===== src/rtl/urna_pkg.sv =====
// urna_pkg: state/screen codes, candidate codes and small decode helpers
// shared by the ballot-box session controller.
package urna_pkg;

    // FSM state codes
    localparam logic [2:0] ST_IDLE     = 3'd0;
    localparam logic [2:0] ST_ENTER    = 3'd1;
    localparam logic [2:0] ST_REVIEW   = 3'd2;
    localparam logic [2:0] ST_RECORDED = 3'd3;
    localparam logic [2:0] ST_CLOSED   = 3'd4;
    localparam logic [2:0] ST_WINNER   = 3'd5;
    localparam logic [2:0] ST_TOTALS1  = 3'd6;
    localparam logic [2:0] ST_TOTALS2  = 3'd7;

    // LCD screen select codes consumed by the content generator
    localparam logic [2:0] SCR_IDLE     = 3'd0;
    localparam logic [2:0] SCR_ENTER    = 3'd1;
    localparam logic [2:0] SCR_REVIEW   = 3'd2;
    localparam logic [2:0] SCR_RECORDED = 3'd3;
    localparam logic [2:0] SCR_CLOSED   = 3'd4;
    localparam logic [2:0] SCR_WINNER   = 3'd5;
    localparam logic [2:0] SCR_TOTALS1  = 3'd6;
    localparam logic [2:0] SCR_TOTALS2  = 3'd7;

    // Candidate codes as (tens, units) digit pairs
    localparam logic [3:0] CAND1_D1 = 4'd1;
    localparam logic [3:0] CAND1_D2 = 4'd0;
    localparam logic [3:0] CAND2_D1 = 4'd1;
    localparam logic [3:0] CAND2_D2 = 4'd3;
    localparam logic [3:0] CAND3_D1 = 4'd1;
    localparam logic [3:0] CAND3_D2 = 4'd7;
    localparam logic [3:0] CAND4_D1 = 4'd5;
    localparam logic [3:0] CAND4_D2 = 4'd1;

    // Digit shown when there is no single winner
    localparam logic [3:0] NO_WIN_DIGIT = 4'hF;

    typedef enum logic [2:0] {
        CAND_C1   = 3'd0,
        CAND_C2   = 3'd1,
        CAND_C3   = 3'd2,
        CAND_C4   = 3'd3,
        CAND_NULL = 3'd4
    } cand_e;

    // One resolved button event per cycle, highest priority first
    typedef enum logic [2:0] {
        EV_NONE    = 3'd0,
        EV_CORRECT = 3'd1,
        EV_CONFIRM = 3'd2,
        EV_FINISH  = 3'd3,
        EV_NEXT    = 3'd4
    } event_e;

    // Map a latched digit pair to the tally it counts into; anything that
    // is not an exact candidate code (including non-BCD digits) is null.
    function automatic cand_e classify_vote(input logic [3:0] d1, input logic [3:0] d2);
        cand_e c;
        case ({d1, d2})
            {CAND1_D1, CAND1_D2}: c = CAND_C1;
            {CAND2_D1, CAND2_D2}: c = CAND_C2;
            {CAND3_D1, CAND3_D2}: c = CAND_C3;
            {CAND4_D1, CAND4_D2}: c = CAND_C4;
            default:              c = CAND_NULL;
        endcase
        return c;
    endfunction

    // Screen shown for each state
    function automatic logic [2:0] screen_of(input logic [2:0] st);
        logic [2:0] s;
        case (st)
            ST_IDLE:     s = SCR_IDLE;
            ST_ENTER:    s = SCR_ENTER;
            ST_REVIEW:   s = SCR_REVIEW;
            ST_RECORDED: s = SCR_RECORDED;
            ST_CLOSED:   s = SCR_CLOSED;
            ST_WINNER:   s = SCR_WINNER;
            ST_TOTALS1:  s = SCR_TOTALS1;
            ST_TOTALS2:  s = SCR_TOTALS2;
            default:     s = SCR_IDLE;
        endcase
        return s;
    endfunction

endpackage


===== src/rtl/button_edge.sv =====
// button_edge: two-flop synchronizer for an asynchronous push-button level
// followed by a rising-edge detector, giving one pulse per press.
module button_edge (
    input  logic clock,
    input  logic reset,
    input  logic i_btn,
    output logic o_pulse
);

    logic r_meta;
    logic r_sync;
    logic r_prev;

    // Synchronize the raw level and remember the previous synchronized value
    always_ff @(posedge clock) begin
        if (reset) begin
            r_meta <= 1'b0;
            r_sync <= 1'b0;
            r_prev <= 1'b0;
        end else begin
            r_meta <= i_btn;
            r_sync <= r_meta;
            r_prev <= r_sync;
        end
    end

    // High for exactly the one cycle after the synchronized level rises
    assign o_pulse = r_sync & ~r_prev;

endmodule


===== src/rtl/urna_sequencer.sv =====
// urna_sequencer: ballot-box session controller. Sequences the voter flow,
// counts each confirmed vote once into saturating tallies, and after the
// ballot is closed steps through the winner/totals screens.
module urna_sequencer #(
    parameter int CNT_W    = 6,
    parameter int MSG_HOLD = 50_000_000
) (
    input  logic             clock,
    input  logic             reset,
    input  logic             btn_next,
    input  logic             btn_confirm,
    input  logic             btn_correct,
    input  logic             btn_finish,
    input  logic [3:0]       dig1,
    input  logic [3:0]       dig2,
    output logic [2:0]       lcd_screen,
    output logic [CNT_W-1:0] tally_c1,
    output logic [CNT_W-1:0] tally_c2,
    output logic [CNT_W-1:0] tally_c3,
    output logic [CNT_W-1:0] tally_c4,
    output logic [CNT_W-1:0] tally_null,
    output logic [CNT_W-1:0] tally_total,
    output logic [3:0]       winner_d1,
    output logic [3:0]       winner_d2,
    output logic             winner_valid,
    output logic             vote_accepted,
    output logic             ballot_full
);

    import urna_pkg::*;

    // Hold counter only has to reach MSG_HOLD-1
    localparam int                HOLD_W    = (MSG_HOLD > 1) ? $clog2(MSG_HOLD) : 1;
    localparam logic [HOLD_W-1:0] HOLD_LOAD = HOLD_W'(MSG_HOLD - 1);
    localparam logic [CNT_W-1:0]  CNT_MAX   = {CNT_W{1'b1}};

    // Saturating increment shared by all tallies
    function automatic logic [CNT_W-1:0] sat_inc(input logic [CNT_W-1:0] v);
        logic [CNT_W-1:0] r;
        if (v == CNT_MAX) begin
            r = v;
        end else begin
            r = v + CNT_W'(1);
        end
        return r;
    endfunction

    logic w_next_ev;
    logic w_confirm_ev;
    logic w_correct_ev;
    logic w_finish_ev;

    event_e w_event;

    logic [2:0]        r_state;
    logic [2:0]        w_state_next;
    logic [2:0]        r_screen;
    logic [HOLD_W-1:0] r_hold;
    logic [HOLD_W-1:0] w_hold_next;

    logic w_latch;
    logic w_discard;
    logic w_count;
    logic w_close;

    logic [3:0] r_vote_d1;
    logic [3:0] r_vote_d2;
    cand_e      w_cand;

    logic [CNT_W-1:0] r_c1, r_c2, r_c3, r_c4, r_null, r_total;
    logic [CNT_W-1:0] w_c1_next, w_c2_next, w_c3_next, w_c4_next, w_null_next, w_total_next;

    logic       r_ballot_full;
    logic       r_vote_accepted;
    logic [3:0] r_win_d1;
    logic [3:0] r_win_d2;
    logic       r_win_valid;
    logic [3:0] w_win_d1;
    logic [3:0] w_win_d2;
    logic       w_win_valid;

    button_edge u_next (
        .clock   (clock),
        .reset   (reset),
        .i_btn   (btn_next),
        .o_pulse (w_next_ev)
    );

    button_edge u_confirm (
        .clock   (clock),
        .reset   (reset),
        .i_btn   (btn_confirm),
        .o_pulse (w_confirm_ev)
    );

    button_edge u_correct (
        .clock   (clock),
        .reset   (reset),
        .i_btn   (btn_correct),
        .o_pulse (w_correct_ev)
    );

    button_edge u_finish (
        .clock   (clock),
        .reset   (reset),
        .i_btn   (btn_finish),
        .o_pulse (w_finish_ev)
    );

    // Resolve simultaneous presses: correct > confirm > finish > next
    always_comb begin
        w_event = EV_NONE;
        if (w_correct_ev) begin
            w_event = EV_CORRECT;
        end else if (w_confirm_ev) begin
            w_event = EV_CONFIRM;
        end else if (w_finish_ev) begin
            w_event = EV_FINISH;
        end else if (w_next_ev) begin
            w_event = EV_NEXT;
        end else begin
            w_event = EV_NONE;
        end
    end

    // Session FSM next-state and side-effect strobes
    always_comb begin
        w_state_next = r_state;
        w_hold_next  = r_hold;
        w_latch      = 1'b0;
        w_discard    = 1'b0;
        w_count      = 1'b0;
        w_close      = 1'b0;
        case (r_state)
            ST_IDLE: begin
                if (w_event == EV_NEXT && !r_ballot_full) begin
                    w_state_next = ST_ENTER;
                end else if (w_event == EV_FINISH) begin
                    w_state_next = ST_CLOSED;
                    w_close      = 1'b1;
                end else begin
                    w_state_next = r_state;
                end
            end
            ST_ENTER: begin
                if (w_event == EV_NEXT) begin
                    w_state_next = ST_REVIEW;
                    w_latch      = 1'b1;
                end else if (w_event == EV_FINISH) begin
                    w_state_next = ST_CLOSED;
                    w_close      = 1'b1;
                end else begin
                    w_state_next = r_state;
                end
            end
            ST_REVIEW: begin
                if (w_event == EV_CONFIRM) begin
                    w_state_next = ST_RECORDED;
                    w_hold_next  = HOLD_LOAD;
                    w_count      = 1'b1;
                end else if (w_event == EV_CORRECT) begin
                    w_state_next = ST_ENTER;
                    w_discard    = 1'b1;
                end else begin
                    w_state_next = r_state;
                end
            end
            ST_RECORDED: begin
                // Loaded with MSG_HOLD-1 on entry, so the screen shows for MSG_HOLD cycles
                if (r_hold == {HOLD_W{1'b0}}) begin
                    w_state_next = ST_IDLE;
                end else begin
                    w_hold_next = r_hold - HOLD_W'(1);
                end
            end
            ST_CLOSED: begin
                if (w_event == EV_NEXT) begin
                    w_state_next = ST_WINNER;
                end else begin
                    w_state_next = r_state;
                end
            end
            ST_WINNER: begin
                if (w_event == EV_NEXT) begin
                    w_state_next = ST_TOTALS1;
                end else begin
                    w_state_next = r_state;
                end
            end
            ST_TOTALS1: begin
                if (w_event == EV_NEXT) begin
                    w_state_next = ST_TOTALS2;
                end else begin
                    w_state_next = r_state;
                end
            end
            ST_TOTALS2: begin
                if (w_event == EV_NEXT) begin
                    w_state_next = ST_WINNER;
                end else begin
                    w_state_next = r_state;
                end
            end
            default: begin
                w_state_next = ST_IDLE;
            end
        endcase
    end

    // State, registered screen decode and hold counter
    always_ff @(posedge clock) begin
        if (reset) begin
            r_state  <= ST_IDLE;
            r_screen <= SCR_IDLE;
            r_hold   <= {HOLD_W{1'b0}};
        end else begin
            r_state  <= w_state_next;
            r_screen <= screen_of(w_state_next);
            r_hold   <= w_hold_next;
        end
    end

    // Vote register: captured on ENTER->REVIEW, wiped on correct
    always_ff @(posedge clock) begin
        if (reset) begin
            r_vote_d1 <= NO_WIN_DIGIT;
            r_vote_d2 <= NO_WIN_DIGIT;
        end else if (w_latch) begin
            r_vote_d1 <= dig1;
            r_vote_d2 <= dig2;
        end else if (w_discard) begin
            r_vote_d1 <= NO_WIN_DIGIT;
            r_vote_d2 <= NO_WIN_DIGIT;
        end else begin
            r_vote_d1 <= r_vote_d1;
            r_vote_d2 <= r_vote_d2;
        end
    end

    assign w_cand = classify_vote(r_vote_d1, r_vote_d2);

    // Next tally values for a vote counted this cycle
    always_comb begin
        w_c1_next    = r_c1;
        w_c2_next    = r_c2;
        w_c3_next    = r_c3;
        w_c4_next    = r_c4;
        w_null_next  = r_null;
        w_total_next = r_total;
        if (w_count) begin
            case (w_cand)
                CAND_C1: w_c1_next   = sat_inc(r_c1);
                CAND_C2: w_c2_next   = sat_inc(r_c2);
                CAND_C3: w_c3_next   = sat_inc(r_c3);
                CAND_C4: w_c4_next   = sat_inc(r_c4);
                default: w_null_next = sat_inc(r_null);
            endcase
            w_total_next = sat_inc(r_total);
        end else begin
            w_total_next = r_total;
        end
    end

    // Tallies, full flag and the one-cycle accept pulse
    always_ff @(posedge clock) begin
        if (reset) begin
            r_c1            <= {CNT_W{1'b0}};
            r_c2            <= {CNT_W{1'b0}};
            r_c3            <= {CNT_W{1'b0}};
            r_c4            <= {CNT_W{1'b0}};
            r_null          <= {CNT_W{1'b0}};
            r_total         <= {CNT_W{1'b0}};
            r_ballot_full   <= 1'b0;
            r_vote_accepted <= 1'b0;
        end else begin
            r_c1            <= w_c1_next;
            r_c2            <= w_c2_next;
            r_c3            <= w_c3_next;
            r_c4            <= w_c4_next;
            r_null          <= w_null_next;
            r_total         <= w_total_next;
            r_ballot_full   <= (w_total_next == CNT_MAX);
            r_vote_accepted <= w_count;
        end
    end

    // Strict single winner among the four candidates; ties report no winner
    always_comb begin
        w_win_d1    = NO_WIN_DIGIT;
        w_win_d2    = NO_WIN_DIGIT;
        w_win_valid = 1'b0;
        if (r_c1 > r_c2 && r_c1 > r_c3 && r_c1 > r_c4) begin
            w_win_d1    = CAND1_D1;
            w_win_d2    = CAND1_D2;
            w_win_valid = 1'b1;
        end else if (r_c2 > r_c1 && r_c2 > r_c3 && r_c2 > r_c4) begin
            w_win_d1    = CAND2_D1;
            w_win_d2    = CAND2_D2;
            w_win_valid = 1'b1;
        end else if (r_c3 > r_c1 && r_c3 > r_c2 && r_c3 > r_c4) begin
            w_win_d1    = CAND3_D1;
            w_win_d2    = CAND3_D2;
            w_win_valid = 1'b1;
        end else if (r_c4 > r_c1 && r_c4 > r_c2 && r_c4 > r_c3) begin
            w_win_d1    = CAND4_D1;
            w_win_d2    = CAND4_D2;
            w_win_valid = 1'b1;
        end else begin
            w_win_d1    = NO_WIN_DIGIT;
            w_win_d2    = NO_WIN_DIGIT;
            w_win_valid = 1'b0;
        end
    end

    // Winner is frozen at the moment the ballot closes
    always_ff @(posedge clock) begin
        if (reset) begin
            r_win_d1    <= NO_WIN_DIGIT;
            r_win_d2    <= NO_WIN_DIGIT;
            r_win_valid <= 1'b0;
        end else if (w_close) begin
            r_win_d1    <= w_win_d1;
            r_win_d2    <= w_win_d2;
            r_win_valid <= w_win_valid;
        end else begin
            r_win_d1    <= r_win_d1;
            r_win_d2    <= r_win_d2;
            r_win_valid <= r_win_valid;
        end
    end

    assign lcd_screen    = r_screen;
    assign tally_c1      = r_c1;
    assign tally_c2      = r_c2;
    assign tally_c3      = r_c3;
    assign tally_c4      = r_c4;
    assign tally_null    = r_null;
    assign tally_total   = r_total;
    assign winner_d1     = r_win_d1;
    assign winner_d2     = r_win_d2;
    assign winner_valid  = r_win_valid;
    assign vote_accepted = r_vote_accepted;
    assign ballot_full   = r_ballot_full;

endmodule


===== config.mk =====
export PLATFORM = sky130hd
export DESIGN_NAME = urna_sequencer
export DESIGN_NICKNAME = d
export VERILOG_FILES = /design/src/rtl/urna_pkg.sv /design/src/rtl/button_edge.sv /design/src/rtl/urna_sequencer.sv
export SDC_FILE = /design/constraint.sdc
export NUM_CORES = 1
export LEC_CHECK = 0
export BUFFER_PORTS_ARGS = -buffer_cell sky130_fd_sc_hd__buf_2
export CAP_MARGIN = 5
export CORE_AREA = 2 2 96 98
export DETAILED_ROUTE_END_ITERATION = 16
export DIE_AREA = 0 0 98 100
export HOLD_SLACK_MARGIN = 0.15
export PLACE_DENSITY = 0.77
export SLEW_MARGIN = 40
export SYNTH_ARGS = -nofsm -noshare
export SYNTH_HDL_FRONTEND = slang
export SYNTH_SLANG_ARGS = --single-unit

===== constraint.sdc =====
create_clock -name clock -period 2.8 [get_ports clock]
set_input_delay 0.14 -clock clock [delete_from_list [all_inputs] [get_ports clock]]
set_output_delay 0.14 -clock clock [all_outputs]
set_load 0.01 [all_outputs]

# Yosys cells after proc, flatten, opt, wreduce, memory -nomap -nowiden
# Memory sizes are Yosys's and may differ from the RTL's. A register that Yosys moved wholly into a read port is not among the register bits.
# Index checks and enable logic that the tools add are counted.
totals:
  mem_count: 1
  reg_bits: 96
  inputBits: 14
  output_inout_bits: 50
  rom_bits: 24
memory_table:
  columns: ["memory", "depth", "word_bits", "rd", "rd_clocked_by_memory_dff", "wr", "line", "rtl"]
  rows:
  - ["(name not given)", 8, 3, 1, 1, 0, "urna_pkg.sv:72", "case (st)"]
classes:
  order_cmp: 12
  add_sub_neg: 7
  bitwise: 14
  muxes: 46
  eq_ne: 27
  n_reduce_logical: 23
op_table:
  columns: ["cell", "count"]
  rows:
  - ["> comparator 6 bit", 12]
  - ["2-to-1 mux 26 bit", 2]
  - ["case mux 26 bit (2 select lines)", 1]
  - ["2-to-1 mux 4 bit", 11]
  - ["== test 6 bit (second input constant)", 7]
  - ["2-to-1 mux 3 bit", 13]
  - ["adder 6 x 1 -> 6 bit (second input constant)", 6]
  - ["zero test 26 bit", 1]
  - ["subtractor 26 x 1 -> 26 bit (second input constant)", 1]
  - ["== test 8 x 5 -> 1 bit (second input constant)", 3]
  - ["case mux 3 bit (7 select lines)", 1]
  - ["== test 3 x 2 -> 1 bit (second input constant)", 6]
  - ["AND reduction 3 bit", 6]
  - ["== test 3 bit (second input constant)", 5]
  - ["2-to-1 mux 1 bit", 14]
  - ["2-to-1 mux 6 bit", 2]
  - ["case mux 3 bit (4 select lines)", 1]
  - ["NOT 1 bit", 10]
  - ["== test 3 x 1 -> 1 bit (second input constant)", 3]
  - ["logical AND 1 bit", 9]
  - ["== test 8 x 7 -> 1 bit (second input constant)", 1]
  - ["zero test 3 bit", 2]
  - ["AND 1 bit", 4]
  - ["!= test 2 bit (second input constant)", 2]
  - ["other kinds (5)", 6]

# Depth between registers and ports, before layout
# Gate-level depths: netlist of run 1.
logic_depth:
  word_depth: 12
  mapped_depth: 9
  mapped_depth_nobuf: 8

# Modules after synthesis
# Synthesis of run 1 repeated with hierarchy kept, for this count alone.
unflattened:
  hier_cells: 614
  area_unflattened_um2: 5227.5
modules_own_cells:
  columns: ["mod", "n_inst", "area_per_inst_um2", "seq_area_each_um2", "cells_each"]
  rows:
  - ["urna_sequencer", 1, 4877.2, 1621.6, 586]
  - ["button_edge", 4, 87.6, 60.1, 7]

# Worst setup path after synthesis of run 1
# No wires, ideal clock.
synth_path:
  path_kind: "reg2reg"
  from: "reg r_c2[3] (netlist: tally_c2[3])"
  to: "reg r_win_d1[2] (netlist: winner_d1[2])"
  path_buffers: 0
  slack_ps: 224
  t_required_ps: 2678
  stages_incl_launch_ff: 9
  t_arrival_ps: 2454
  path_cell_list: "dfxtp_1 -> inv_1 -> ha_1 -> a21o_1 -> a21o_1 -> a211oi_1 -> or4b_2 -> o41a_1 -> a221o_1"
synth_between:
  elab_chain_cells: 6
synth_rtl:
  columns: ["item", "line", "rtl"]
  rows:
  - ["start: declaration", "urna_sequencer.sv:70", "logic [CNT_W-1:0] r_c1, r_c2, r_c3, r_c4, r_null, r_total;"]
  - ["start signal: assignment", "urna_sequencer.sv:268", "r_c2 <= {CNT_W{1'b0}};"]
  - ["start signal: assignment", "urna_sequencer.sv:277", "r_c2 <= w_c2_next;"]
  - ["> comparator 6 bit", "urna_sequencer.sv:300", "end else if (r_c3 > r_c1 && r_c3 > r_c2 && r_c3 > r_c4) begin"]
  - ["logical AND 1 bit (2 in a row)", "urna_sequencer.sv:300", null]
  - ["2-to-1 mux 4 bit", "urna_sequencer.sv:300", null]
  - ["2-to-1 mux 4 bit", "urna_sequencer.sv:296", "end else if (r_c2 > r_c1 && r_c2 > r_c3 && r_c2 > r_c4) begin"]
  - ["2-to-1 mux 4 bit *", "urna_sequencer.sv:292", "if (r_c1 > r_c2 && r_c1 > r_c3 && r_c1 > r_c4) begin"]
  - ["end signal: assignment", "urna_sequencer.sv:322", "r_win_d1 <= w_win_d1;"]
  - ["end signal: assignment", "urna_sequencer.sv:326", "r_win_d1 <= r_win_d1;"]
  - ["end: declaration", "urna_sequencer.sv:75", "logic [3:0] r_win_d1;"]
# Mark *: on every way between the ends. The rest lies on a longest branch, timed or not.
# A chain may end at the register's enable or synchronous reset.

# Final worst setup path of run 1
# Ends and elaborated chain as after synthesis.

==> implementation parameters, run 1 <==
Parameter                              Value

Pwr
  Sw Share ... 25.9%
  Total chip power ... about 2.5 mW
  Clock Power Share ... a little under two fifths
  Switching pwr ... 0.660 mW
  IR drop worst, VDD ... 0.314 mV
  Leakage power ... 2.48 nW
  PwrDens ... 439 mW/mm^2
  Flop pwr share ... 53.9%
  Internal ... about 1.9 mW
  Share of power burned in combinational logic ... 8.7%

STA
  Worst Hold Margin ... 0.441 ns
  Final critical delay including setup and external delays ... approximately 2.7 ns
  Final critical-path share of the clock period ... 95.5%
  Post-Route Setup TNS ... 0 ns
  Final-report hold violation count ... 0
  Worst-case headroom to the max-slew limit ... about three fifths
  Measured slew at the worst slew-check pin ... 0.601 ns
  Fmax ... around 370 MHz
  Final Max Slew Viols ... 0
  Worst Skew ... roughly 0.015 ns
  Final setup violation count ... 0

Clock tree
  Largest buffer count on any clock path ... 2
  Sink Count ... 93
  # H-tree levels ... 3
  Clock tree from TritonCTS ... done
  Clock transition at path regs ... 0.11 ns
  Latest clock arrival within the worst-skew pair ... 0.37 ns
  Cts bufs inserted ... 9
  Cell at the root of the clock tree ... clkbuf_8

Critical path
  Crit path arrival time ... 2.94 ns
  Type of element launching the critical path ... flop
  Crit-path most repeated cell ... a21o_1
  Highest net fanout along the worst path ... 5
  Crit path from ... tally_c2[3]$_SDFFE_PP0P_
  Critical path, cell by cell ... inv_1 -> ha_1 -> a21o_1 -> a21o_1 -> a211oi_2 -> or4b_2 -> o41a_1 -> a221o_1
  Critical Path Sink ... winner_d1[2]$_SDFFE_PP1P_
  Setup CP Type ... reg2reg
  FF-to-FF setup slack ... between 0.1 and 0.15 ns
  Worst r2r src ... tally_c2[3]$_SDFFE_PP0P_
  Worst-case reg-to-reg path depth ... 8
  Kind of capture point of the worst setup path ... flop
  CP max-delay cell ... or4b_2
  R2r endpoint ... winner_d1[2]$_SDFFE_PP1P_
  Data required time of the worst path ... 3.06 ns
  CP peak stage delay ... 0.63 ns

Synth
  Top cell type by total area after synthesis ... dfxtp_1
  Post-synth top flop ... dfxtp_1
  Post-Syn Area ... 0.00494 sq mm
  Syn Inst Count ... 559
  Distinct cell type count of the synthesized netlist ... 59
  Main area contributors after synthesis ... dfxtp_1 38%, ha_1 11%, xnor2_1 7.1%
  Count of flip-flops with a built-in enable after synthesis ... 0
  Proportion of synthesized chip area in sequential cells ... between 30% and 40%
  Ys Warns ... 0
  Share of the synthesized area in the top cell type ... 37.7%
  Post-synthesis area per instance ... approximately 8.8 sq um
  Register bit total from synthesis ... 93
  Proportion of register bits with asynchronous set or reset after synthesis ... 0%
  Post-synth net total ... 617

GRT
  Number of global-route vias before repair ... 4248
  Antenna violations before repair ... 0
  Total grt overflow ... 0
  Overall track demand over capacity in global routing ... roughly a quarter
  Global-route wire length before repair ... 19500 microns
  Largest net degree at the start of global routing ... 41

Route
  Starting DRC count in detailed routing ... between 150 and 200
  Routed via count divided by cell count ... ~5.7
  Drt first pass iters ... 4
  Sum of routed wire length over all layers ... roughly 12000 microns
  DR DRC count ... 0
  Antenna Nets Post-Route ... 0
  Count of vias placed by the detailed router ... 4308
  Per-cell routed wire length ... 15.3 microns

Finish
  Share of final-layout standard cells stronger than drive strength 1 ... 17.8%
  Area taken by flip-flops and latches ... 0.00186 sq mm
  Area added between synthesis and finish ... 17.4%
  Count of fill cells added during filler insertion ... 757
  Util after Layout ... 65.3%
  Total area of multi-input combinational cells ... between 0.002 and 0.003 sq mm
  Net count, final ... ~700
  Number of antenna diodes ... 0
  Finished Layout Cells ... 756

Place
  Final GP Congestion ... 0.897
  Instance count after placement with tap cells included ... 727
  Number of I/O port buffers ... 62
  HPWL Detailed ... 8410 microns

Floorplan
  Total core area ... 0.00889 sq mm
  Die area ... 0.00980 sq mm
  Starting density of the core ... between 50% and 60%
  Die Wd ... 98 microns
  Die height ... 100 microns
  Number of ports placed on the die boundary ... 64
  Site Rows ... 35

Flow run
  Reported max-cap violation count ... 0

Outcome
  Run status ... complete, no violations

Min path
  Path class of the lowest-slack min-delay path ... reg2reg
cell usage after synthesis, types with 2 or more instances:
master and count:
a221o_1 3, or3_1 5, or4_1 4, nor3_1 11, xor2_1 11, a21oi_1 47
nand2b_1 15, and3_1 6, buf_4 4, nor4_1 9, a211oi_1 11, clkbuf_1 19
o22ai_1 11, nand2_1 28, nand3b_1 2, ha_1 44, dfxtp_1 93, xnor2_1 40
o221ai_1 2, or3_2 2, nand4_1 21, a21o_1 3, nor2b_1 15, nor2_1 58
or4_4 3, o31ai_1 2, a2111oi_0 5, a211o_1 2, nand3_1 18, mux2i_1 5
o41a_1 2, o21ai_0 4, inv_1 28
logic make-up (layout without fill, tap and decap cells):
family                   count (synthesis)  after routing  share of synthesized area [%]
AO/OA/AOI/OAI                          102            102                           13.9
XOR/XNOR                                51             51                           9.03
adder cells (fa/ha/maj)                 44             44                           11.1
buffers and inverters                   53            139                           4.35
flip-flops                              93             93                           37.7
multiplexers                             5              5                           1.01
other                                    1              1                         0.0758
AND/OR/NAND/NOR                        210            210                           22.8
power groups by stage:
stage	sequential [mW]	clock, mW	combinational (mW)
2_1_floorplan	1.40	0	0.144
3_3_place_gp	1.40	0	0.201
3_5_place_dp	1.40	0	0.206
4_1_cts	1.37	0.977	0.221
5_1_grt	1.38	1.03	0.245
6_report	1.37	0.952	0.222
layout by cell type, fill, tap and decap left out, drive strengths merged, types with 11 or more instances in the layout:
cell type and count:
nor3 12, buf 82, nand4 21, o22ai 11, dfxtp 93, a21oi 47
a211oi 11, dlygate4sd3 13, xnor2 40, nand3 18, nand2b 15, xor2 11
nand2 28, nor2 58, ha 44, inv 31, nor2b 15
worst max-delay path, delay by kind of cell, from the launching register on:
family	cells	cell delay (ns)
AND/OR/NAND/NOR	1	0.63
buffers and inverters	1	0.11
flip-flops	1	0.41
AO/OA/AOI/OAI	5	1.10
adder cells (fa/ha/maj)	1	0.32
stage by stage:
step                instance area [sq um]  setup slack [ns]
finish                               5800             0.125
global route                         5800           -0.0134
CTS                                  5790            0.0726
detailed placement                   5450             0.112
global placement                     5450             0.159
floorplan                            4940             0.224
cell type report:
cell class              instances  area share [%]
well taps                     111            2.39
clock buffers                   9            2.13
inverters                      28            1.81
clock inverters                 7            1.57
multi-input cells             413            49.8
repair buffers                 95            10.2
flip-flops and latches         93            32.1
flip-flops by register name (all words and copies together) (netlist names), 2 cells and up:
signal,cells
r_hold,26
tally_c1,6
tally_c2,6
tally_c3,6
tally_c4,6
tally_null,6
tally_total,6
r_vote_d1,4
r_vote_d2,4
r_state,3
winner_d2,3
winner_d1,2
per-layer routing:
layer | GRT usage [%] | vias to the layer above | part of all wire, %
met3 | 4.04 | 27 | 3.4
met4 | 11.3 | 0 | 2.9
met2 | 42.9 | 85 | 50
met5 | 0 | - | 0
met1 | 29.2 | 2032 | 44
li1 | - | 2164 | -
what timing repair did:
action | in CTS | in global routing
hold endpoints to repair | 15 | 0
hold buffers | 13 | 0
buffers inserted | 0 | 0
resized for setup | 0 | 1
endpoints found under the setup margin | 0 | 2
worst min path at each step:
| stage | cells past startpoint | to | start | slack (ns) |
|---|---|---|---|---|
| after floorplan | 1 | u_confirm.r_meta$_SDFF_PP0_ | btn_confirm | 0.27 |
| after global placement | 2 | u_next.r_meta$_SDFF_PP0_ | btn_next | 0.35 |
| after detailed placement | 2 | u_confirm.r_meta$_SDFF_PP0_ | btn_confirm | 0.36 |
| after CTS | 1 | u_correct.r_sync$_SDFF_PP0_ | u_correct.r_meta$_SDFF_PP0_ | 0.44 |
| after global routing | 1 | u_correct.r_sync$_SDFF_PP0_ | u_correct.r_meta$_SDFF_PP0_ | 0.47 |
| final | 1 | u_correct.r_sync$_SDFF_PP0_ | u_correct.r_meta$_SDFF_PP0_ | 0.44 |
No activity file was read; power rests on OpenSTA's default activity.
==> run 2: changes to the inputs <==
--- a/config.mk
+++ b/config.mk
@@ -7,11 +7,11 @@
 export LEC_CHECK = 0
 export BUFFER_PORTS_ARGS = -buffer_cell sky130_fd_sc_hd__buf_2
 export CAP_MARGIN = 5
-export CORE_AREA = 2 2 96 98
+export CORE_AREA = 2 2 122 124
 export DETAILED_ROUTE_END_ITERATION = 16
-export DIE_AREA = 0 0 98 100
+export DIE_AREA = 0 0 124 126
 export HOLD_SLACK_MARGIN = 0.15
-export PLACE_DENSITY = 0.77
+export PLACE_DENSITY_LB_ADDON = 0.05
 export SLEW_MARGIN = 40
 export SYNTH_ARGS = -nofsm -noshare
 export SYNTH_HDL_FRONTEND = slang
==> run 2 against run 1 <==
Critical endpoint unchanged. Wire length up 9.0%. Die area up 59%. Power up 9.5%. Largest power group unchanged. Critical path depth unchanged. Sequential share of layout area down 1.1 points.
==> implementation parameters, run 2 (synthesis results as in run 1) <==
Parameter                              Value

Route
  Starting DRC count in detailed routing ... 163 (was 187)
  Antenna Nets Post-Route ... 0 (unchanged)
  DR DRC count ... 0 (unchanged)
  Sum of routed wire length over all layers ... 12600 microns (was 11600 microns)
  Per-cell routed wire length ... 15.1 microns (was 15.3 microns)
  Routed via count divided by cell count ... 5.13 (was 5.70)
  Count of vias placed by the detailed router ... 4276 (was 4308)
  Drt first pass iters ... 4 (unchanged)

Floorplan
  Starting density of the core ... 34.5% (was 55.6%)
  Die Wd ... 124 microns (was 98 microns)
  Die height ... 126 microns (was 100 microns)
  Total core area ... 0.0143 sq mm (was 0.00889 sq mm)
  Die area ... 0.0156 sq mm (was 0.00980 sq mm)
  Number of ports placed on the die boundary ... 64 (unchanged)
  Site Rows ... 44 (was 35)

STA
  Setup repair after global routing missed its margin ... false
  Measured slew at the worst slew-check pin ... 0.644 ns (was 0.601 ns)
  Worst Skew ... 0.00578 ns (was 0.0155 ns)
  Final Max Slew Viols ... 0 (unchanged)
  Final setup margin ... 0.112 ns (was 0.125 ns)
  Post-Route Setup TNS ... 0 ns (unchanged)
  Worst-case headroom to the max-slew limit ... 56.0% (was 58.9%)
  Final critical delay including setup and external delays ... 2.69 ns (was 2.68 ns)
  Final setup violation count ... 0 (unchanged)
  Fmax ... 372 MHz (was 374 MHz)
  Final critical-path share of the clock period ... 96.0% (was 95.5%)
  Final-report hold violation count ... 0 (unchanged)

Critical path
  Setup CP Type ... reg2reg (unchanged)
  Crit path arrival time ... 2.93 ns (was 2.94 ns)
  CP max-delay cell ... or4b_2 (unchanged)
  FF-to-FF setup slack ... 0.11 ns (was 0.12 ns)
  Crit-path most repeated cell ... a21o_1 (unchanged)
  Data required time of the worst path ... 3.05 ns (was 3.06 ns)
  Worst-case reg-to-reg path depth ... 8 (unchanged)
  Crit path from ... tally_c2[3]$_SDFFE_PP0P_ (unchanged)
  Critical path, cell by cell ... inv_1 -> ha_1 -> a21o_1 -> a21o_1 -> a211oi_1 -> or4b_2 -> o41a_1 -> a221o_1 (was inv_1 -> ha_1 -> a21o_1 -> a21o_1 -> a211oi_2 -> or4b_2 -> o41a_1 -> a221o_1)
  Kind of capture point of the worst setup path ... flop (unchanged)
  Highest net fanout along the worst path ... 3 (was 5)
  CP peak stage delay ... 0.64 ns (was 0.63 ns)
  Type of element launching the critical path ... flop (unchanged)
  Worst r2r src ... tally_c2[3]$_SDFFE_PP0P_ (unchanged)
  R2r endpoint ... winner_d1[2]$_SDFFE_PP1P_ (unchanged)
  Critical Path Sink ... winner_d1[2]$_SDFFE_PP1P_ (unchanged)

Finish
  Number of flip-flops in the largest register ... 26 (unchanged)
  Share of final-layout standard cells stronger than drive strength 1 ... 18.5% (was 17.8%)
  Area added between synthesis and finish ... 21.7% (was 17.4%)
  Number of antenna diodes ... 0 (unchanged)
  Most frequent cells in the layout ... 93 x dfxtp_1, 62 x buf_2, 58 x nor2_1 (unchanged)
  Register name with the most flops ... r_hold (unchanged)
  Most frequent standard cell in the layout excluding fill and tap cells ... dfxtp_1 (unchanged)
  Net count, final ... 703 (was 698)

GRT
  Antenna violations before repair ... 0 (unchanged)
  Global-route track usage on met3 ... 3.03% (was 4.04%)
  Largest net degree at the start of global routing ... 52 (was 41)
  Overall track demand over capacity in global routing ... 17.2% (was 24.4%)
  Global-route track usage on met2 ... 27.1% (was 42.9%)
  Total grt overflow ... 0 (unchanged)
  Fraction of met1 tracks used by global routing ... 22.4% (was 29.2%)
  Number of global-route vias before repair ... 4055 (was 4248)
  Global-route wire length before repair ... 20800 microns (was 19500 microns)
  Gr busiest metal ... met2 (unchanged)

Clock tree
  Latest clock arrival within the worst-skew pair ... 0.36 ns (was 0.37 ns)
  Post-CTS Repair Setup Buffers ... 0 (unchanged)
  Largest buffer count on any clock path ... 2 (unchanged)
  Cell at the root of the clock tree ... clkbuf_16 (was clkbuf_8)
  Clock tree from TritonCTS ... done (unchanged)
  Sink Count ... 93 (unchanged)
  # H-tree levels ... 3 (unchanged)
  Cts bufs inserted ... 9 (unchanged)
  Clock transition at path regs ... 0.07 ns (was 0.11 ns)

Pwr
  Leakage power ... 2.55 nW (was 2.48 nW)
  PwrDens ... 463 mW/mm^2 (was 439 mW/mm^2)
  Internal ... 2.06 mW (was 1.89 mW)
  Flop pwr share ... 49.1% (was 53.9%)
  Switching pwr ... 0.723 mW (was 0.660 mW)
  Clock Power Share ... 42.8% (was 37.4%)
  Share of power burned in combinational logic ... 8.1% (was 8.7%)
  IR drop worst, VDD ... 0.270 mV (was 0.314 mV)
  Sw Share ... 25.9% (about the same)

Place
  Final GP Congestion ... 0.855 (was 0.897)
  HPWL Detailed ... 9270 microns (was 8410 microns)
  Dpl ws ... 0.162 ns (was 0.112 ns)
  Number of I/O port buffers ... 62 (unchanged)

Min path
  Path class of the lowest-slack min-delay path ... in2reg (was reg2reg)
  Origin of the worst min-delay path ... reset (was u_correct.r_meta$_SDFF_PP0_)

Flow run
  Reported max-cap violation count ... 0 (unchanged)

Outcome
  Run status ... complete, no violations (unchanged)
## run 2: what timing repair did
action	in CTS	in global routing
resized for setup	0	0
hold endpoints to repair	12	0
hold buffers	12	0
## run 2: per-stage QoR
stage / hold WS, ns / total power [mW] / instances / utilization [%] / instance area (sq um)
after floorplan: 0.268 / 1.54 / 559 / - / 4940
after global placement: 0.349 / 1.61 / 806 / 39.2 / 5610
after detailed placement: 0.354 / 1.61 / 806 / 39.2 / 5610
after CTS: 0.316 / 2.83 / 834 / 42.0 / 6020
after global routing: 0.351 / 2.92 / 834 / 42.0 / 6020
final: 0.313 / 2.79 / 834 / 42.0 / 6020
## run 2: final cells by class
type                            instances  area [sq um]
Clock buffer                            9           225
Multi-Input combinational cell        413          2890
Fill cell                            1460          8300
Tap cell                              184           230
Timing Repair Buffer                  100           651
Inverter                               28           105
Sequential cell                        93          1860
Clock inverter                          7          58.8
## run 2: power by group through the flow
stage | clock network, mW | logic [mW] | registers (mW)
after floorplan | 0 | 0.144 | 1.40
after CTS | 1.23 | 0.227 | 1.37
final | 1.19 | 0.225 | 1.37
after global routing | 1.29 | 0.251 | 1.37
after detailed placement | 0 | 0.214 | 1.40
after global placement | 0 | 0.214 | 1.40
## run 2: how the worst min path moves through the flow
| stage | end | cells after the start |
|---|---|---|
| floorplan | u_confirm.r_meta$_SDFF_PP0_ | 1 |
| global placement | u_correct.r_meta$_SDFF_PP0_ | 2 |
| detailed placement | u_next.r_meta$_SDFF_PP0_ | 2 |
| CTS | tally_c3[1]$_SDFFE_PP0P_ | 2 |
| global route | tally_null[1]$_SDFFE_PP0P_ | 2 |
| finish | tally_null[1]$_SDFFE_PP0P_ | 2 |
## run 2: layer usage
layer  share of wire [%]  up-vias
met5                   0        -
met4                 3.0        0
met3                 4.0       22
met2                  47       77
met1                  46     2004
li1                    -     2173
## run 2: critical path, delay by kind of cell, from the launching register on
kind | cells | cell delay (ns)
buffers and inverters | 1 | 0.08
AOI/OAI and AO/OA | 5 | 1.22
and+or+nand+nor | 1 | 0.64
adders and majority gates | 1 | 0.31
DFF | 1 | 0.33
==> run 3: changes to the inputs <==
--- a/config.mk
+++ b/config.mk
@@ -12,6 +12,7 @@
 export DIE_AREA = 0 0 124 126
 export HOLD_SLACK_MARGIN = 0.15
 export PLACE_DENSITY_LB_ADDON = 0.05
+export SETUP_SLACK_MARGIN = 0.3
 export SLEW_MARGIN = 40
 export SYNTH_ARGS = -nofsm -noshare
 export SYNTH_HDL_FRONTEND = slang
==> run 3 against run 2 <==
Flip-flop and latch count did not move. Highest routed layer unchanged. Via count fell by 1.1%. Die area did not move. Critical path depth fell by 1. Critical path type unchanged.
==> implementation parameters, run 3 (synthesis results as in run 1) <==
Parameter                              Value

Outcome
  Run status ... complete, no violations (unchanged)

Critical path
  Worst r2r src ... r_hold[14]$_SDFFE_PP0P_ (was tally_c2[3]$_SDFFE_PP0P_)
  Crit-path most repeated cell ... or4_4 (was a21o_1)
  Data required time of the worst path ... 3.00 ns (was 3.05 ns)
  Kind of capture point of the worst setup path ... flop (unchanged)
  CP max-delay cell ... or4_4 (was or4b_2)
  Crit path arrival time ... 2.61 ns (was 2.93 ns)
  R2r endpoint ... r_hold[15]$_SDFFE_PP0P_ (was winner_d1[2]$_SDFFE_PP1P_)
  Worst-case reg-to-reg path depth ... 7 (was 8)
  FF-to-FF setup slack ... 0.40 ns (was 0.11 ns)
  Critical path, cell by cell ... or4_4 -> or4_4 -> o31ai_4 -> buf_2 -> a211oi_1 -> xnor2_1 -> a21oi_1 (was inv_1 -> ha_1 -> a21o_1 -> a21o_1 -> a211oi_1 -> or4b_2 -> o41a_1 -> a221o_1)
  Setup CP Type ... reg2reg (unchanged)
  Type of element launching the critical path ... flop (unchanged)
  CP peak stage delay ... 0.56 ns (was 0.64 ns)
  Highest net fanout along the worst path ... 5 (was 3)

Finish
  Count of fill cells added during filler insertion ... 1423 (was 1460)
  Most frequent cells in the layout ... 87 x dfxtp_1, 63 x buf_2, 58 x nor2_1 (was 93 x dfxtp_1, 62 x buf_2, 58 x nor2_1)
  Number of antenna diodes ... 0 (unchanged)
  Register name with the most flops ... r_hold (unchanged)
  Share of final-layout standard cells stronger than drive strength 1 ... 21.0% (was 18.5%)
  Area taken by flip-flops and latches ... 0.00187 sq mm (was 0.00186 sq mm)
  Finished Layout Cells ... 841 (was 834)
  Area added between synthesis and finish ... 23.6% (was 21.7%)
  Number of flip-flops in the largest register ... 26 (unchanged)
  Total area of multi-input combinational cells ... 0.00293 sq mm (was 0.00289 sq mm)
  Most frequent standard cell in the layout excluding fill and tap cells ... dfxtp_1 (unchanged)
  Net count, final ... 710 (was 703)

GRT
  Total grt overflow ... 0 (unchanged)
  Largest net degree at the start of global routing ... 41 (was 52)
  Overall track demand over capacity in global routing ... 16.9% (was 17.2%)
  Number of global-route vias before repair ... 3935 (was 4055)
  Antenna violations before repair ... 0 (unchanged)
  Global-route wire length before repair ... 20400 microns (was 20800 microns)

Clock tree
  Cell at the root of the clock tree ... clkbuf_16 (unchanged)
  Clock tree from TritonCTS ... done (unchanged)
  # H-tree levels ... 3 (unchanged)
  Latest clock arrival within the worst-skew pair ... 0.35 ns (was 0.36 ns)
  Clock transition at path regs ... 0.07 ns (about the same)
  Cts bufs inserted ... 9 (unchanged)
  Sink Count ... 93 (unchanged)
  Largest buffer count on any clock path ... 2 (unchanged)

Min path
  Worst Hold End ... tally_c1[1]$_SDFFE_PP0P_ (was tally_null[1]$_SDFFE_PP0P_)
  Number of cells on the worst hold path ... 2 (unchanged)
  Path class of the lowest-slack min-delay path ... in2reg (unchanged)
  Origin of the worst min-delay path ... reset (unchanged)

Pwr
  IR drop worst, VDD ... 0.293 mV (was 0.270 mV)
  Leakage power ... 2.58 nW (was 2.55 nW)
  Clock Power Share ... 42.4% (was 42.8%)
  Sw Share ... 25.4% (was 25.9%)
  PwrDens ... 456 mW/mm^2 (was 463 mW/mm^2)
  Internal ... 2.08 mW (was 2.06 mW)
  Switching pwr ... 0.709 mW (was 0.723 mW)
  Flop pwr share ... 49.1% (about the same)
  Total chip power ... 2.79 mW (about the same)
  Share of power burned in combinational logic ... 8.5% (was 8.1%)

STA
  Measured slew at the worst slew-check pin ... 0.686 ns (was 0.644 ns)
  Post-Route Setup TNS ... 0 ns (unchanged)
  Worst-case headroom to the max-slew limit ... 54.3% (was 56.0%)
  Final critical delay including setup and external delays ... 2.40 ns (was 2.69 ns)
  Final critical-path share of the clock period ... 85.8% (was 96.0%)
  Final Max Slew Viols ... 0 (unchanged)
  Final-report hold violation count ... 0 (unchanged)
  Setup repair after global routing missed its margin ... true (was false)
  Worst Skew ... 0.00842 ns (was 0.00578 ns)
  Fmax ... 416 MHz (was 372 MHz)
  Final setup violation count ... 0 (unchanged)

Floorplan
  Die Wd ... 124 microns (unchanged)
  Die height ... 126 microns (unchanged)
  Total core area ... 0.0143 sq mm (unchanged)
  Site Rows ... 44 (unchanged)
  Number of ports placed on the die boundary ... 64 (unchanged)
  Die area ... 0.0156 sq mm (unchanged)
  Starting density of the core ... 34.5% (unchanged)

Route
  Sum of routed wire length over all layers ... 12900 microns (was 12600 microns)
  Post-Route M1 WL ... 5970 microns (was 5750 microns)
  Amount of wire on met3 after detailed routing ... 536 microns (was 505 microns)
  Count of vias placed by the detailed router ... 4228 (was 4276)
  Antenna Nets Post-Route ... 0 (unchanged)
  Starting DRC count in detailed routing ... 158 (was 163)
  Highest metal used ... met4 (unchanged)
  Drt first pass iters ... 4 (unchanged)
  Routed wire length on met2 ... 6160 microns (was 5980 microns)
  DR DRC count ... 0 (unchanged)
  Routed via count divided by cell count ... 5.03 (was 5.13)
  Per-cell routed wire length ... 15.3 microns (was 15.1 microns)

Place
  Instance count after placement with tap cells included ... 808 (was 806)
  Final GP Congestion ... 0.821 (was 0.855)
  HPWL Detailed ... 9330 microns (was 9270 microns)
  Number of I/O port buffers ... 62 (unchanged)

Flow run
  Reported max-cap violation count ... 0 (unchanged)
==> run 3: cell count changes in the layout (fill, tap and decap cells not counted), sizes merged <==
| cell | change |
|---|---|
| buf | +7 |
| clkbuf | +1 |
| clkinv | -1 |
| clkinvlp | -1 |
| inv | +1 |
==> run 3: power by group through the flow <==
stage	logic [mW]	registers, mW	clock network, mW
after floorplan	0.144	1.40	0
after global placement	0.216	1.40	0
after global routing	0.263	1.37	1.29
final	0.236	1.37	1.18
after CTS	0.231	1.37	1.24
after detailed placement	0.218	1.40	0
==> run 3: area by class of cell <==
type,count,area share [%]
inverters,28,1.72
well taps,184,3.77
repair buffers,107,11.4
clock inverters,6,0.880
multi-input cells,413,47.9
flip-flops and latches,93,30.6
clock buffers,10,3.75
==> run 3: critical path, delay by kind of cell, from the launching register on <==
kind	cells	cell delay (ns)
AO/OA/AOI/OAI	3	0.52
flip-flops	1	0.34
AND/OR/NAND/NOR	2	1.03
XOR/XNOR	1	0.15
buffers and inverters	1	0.23
==> run 3: worst max path at each step <==
stage	start	endpoint	slack, ns	cells after the start
after global routing	r_hold[14]$_SDFFE_PP0P_	r_hold[19]$_SDFFE_PP0P_	0.29	7
after floorplan	tally_c2[3]$_SDFFE_PP0P_	winner_d1[2]$_SDFFE_PP1P_	0.32	8
after CTS	r_hold[2]$_SDFFE_PP0P_	r_hold[19]$_SDFFE_PP0P_	0.30	7
after detailed placement	tally_c2[3]$_SDFFE_PP0P_	winner_d1[2]$_SDFFE_PP1P_	0.20	8
after global placement	tally_c2[3]$_SDFFE_PP0P_	winner_d1[2]$_SDFFE_PP1P_	0.25	8
final	r_hold[14]$_SDFFE_PP0P_	r_hold[15]$_SDFFE_PP0P_	0.40	7
==> run 3: timing repair <==
action                                  4_1_cts  5_1_grt
pin swaps                                     3        4
endpoints found under the setup margin        4       32
gates cloned                                  0        2
buffers inserted                              0        3
resized for setup                             2       15
hold endpoints to repair                     12        0
hold buffers                                 12        0
==> run 3: metrics by stage <==
| step | utilization, % | hold slack, ns | instance area [sq um] | worst slack (ns) |
|---|---|---|---|---|
| after floorplan | - | 0.268 | 4950 | 0.324 |
| after global placement | 39.2 | 0.350 | 5620 | 0.250 |
| after detailed placement | 39.3 | 0.356 | 5620 | 0.200 |
| after CTS | 42.1 | 0.312 | 6030 | 0.302 |
| after global routing | 42.7 | 0.326 | 6110 | 0.285 |
| final | 42.7 | 0.318 | 6110 | 0.397 |
==> run 3: routing by layer <==
| metal | vias to the layer above | track usage, % |
|---|---|---|
| met2 | 65 | 27.5 |
| met1 | 1961 | 21.3 |
| met4 | 0 | 5.49 |
| met3 | 13 | 4.94 |
| li1 | 2189 | - |
| met5 | - | 0 |
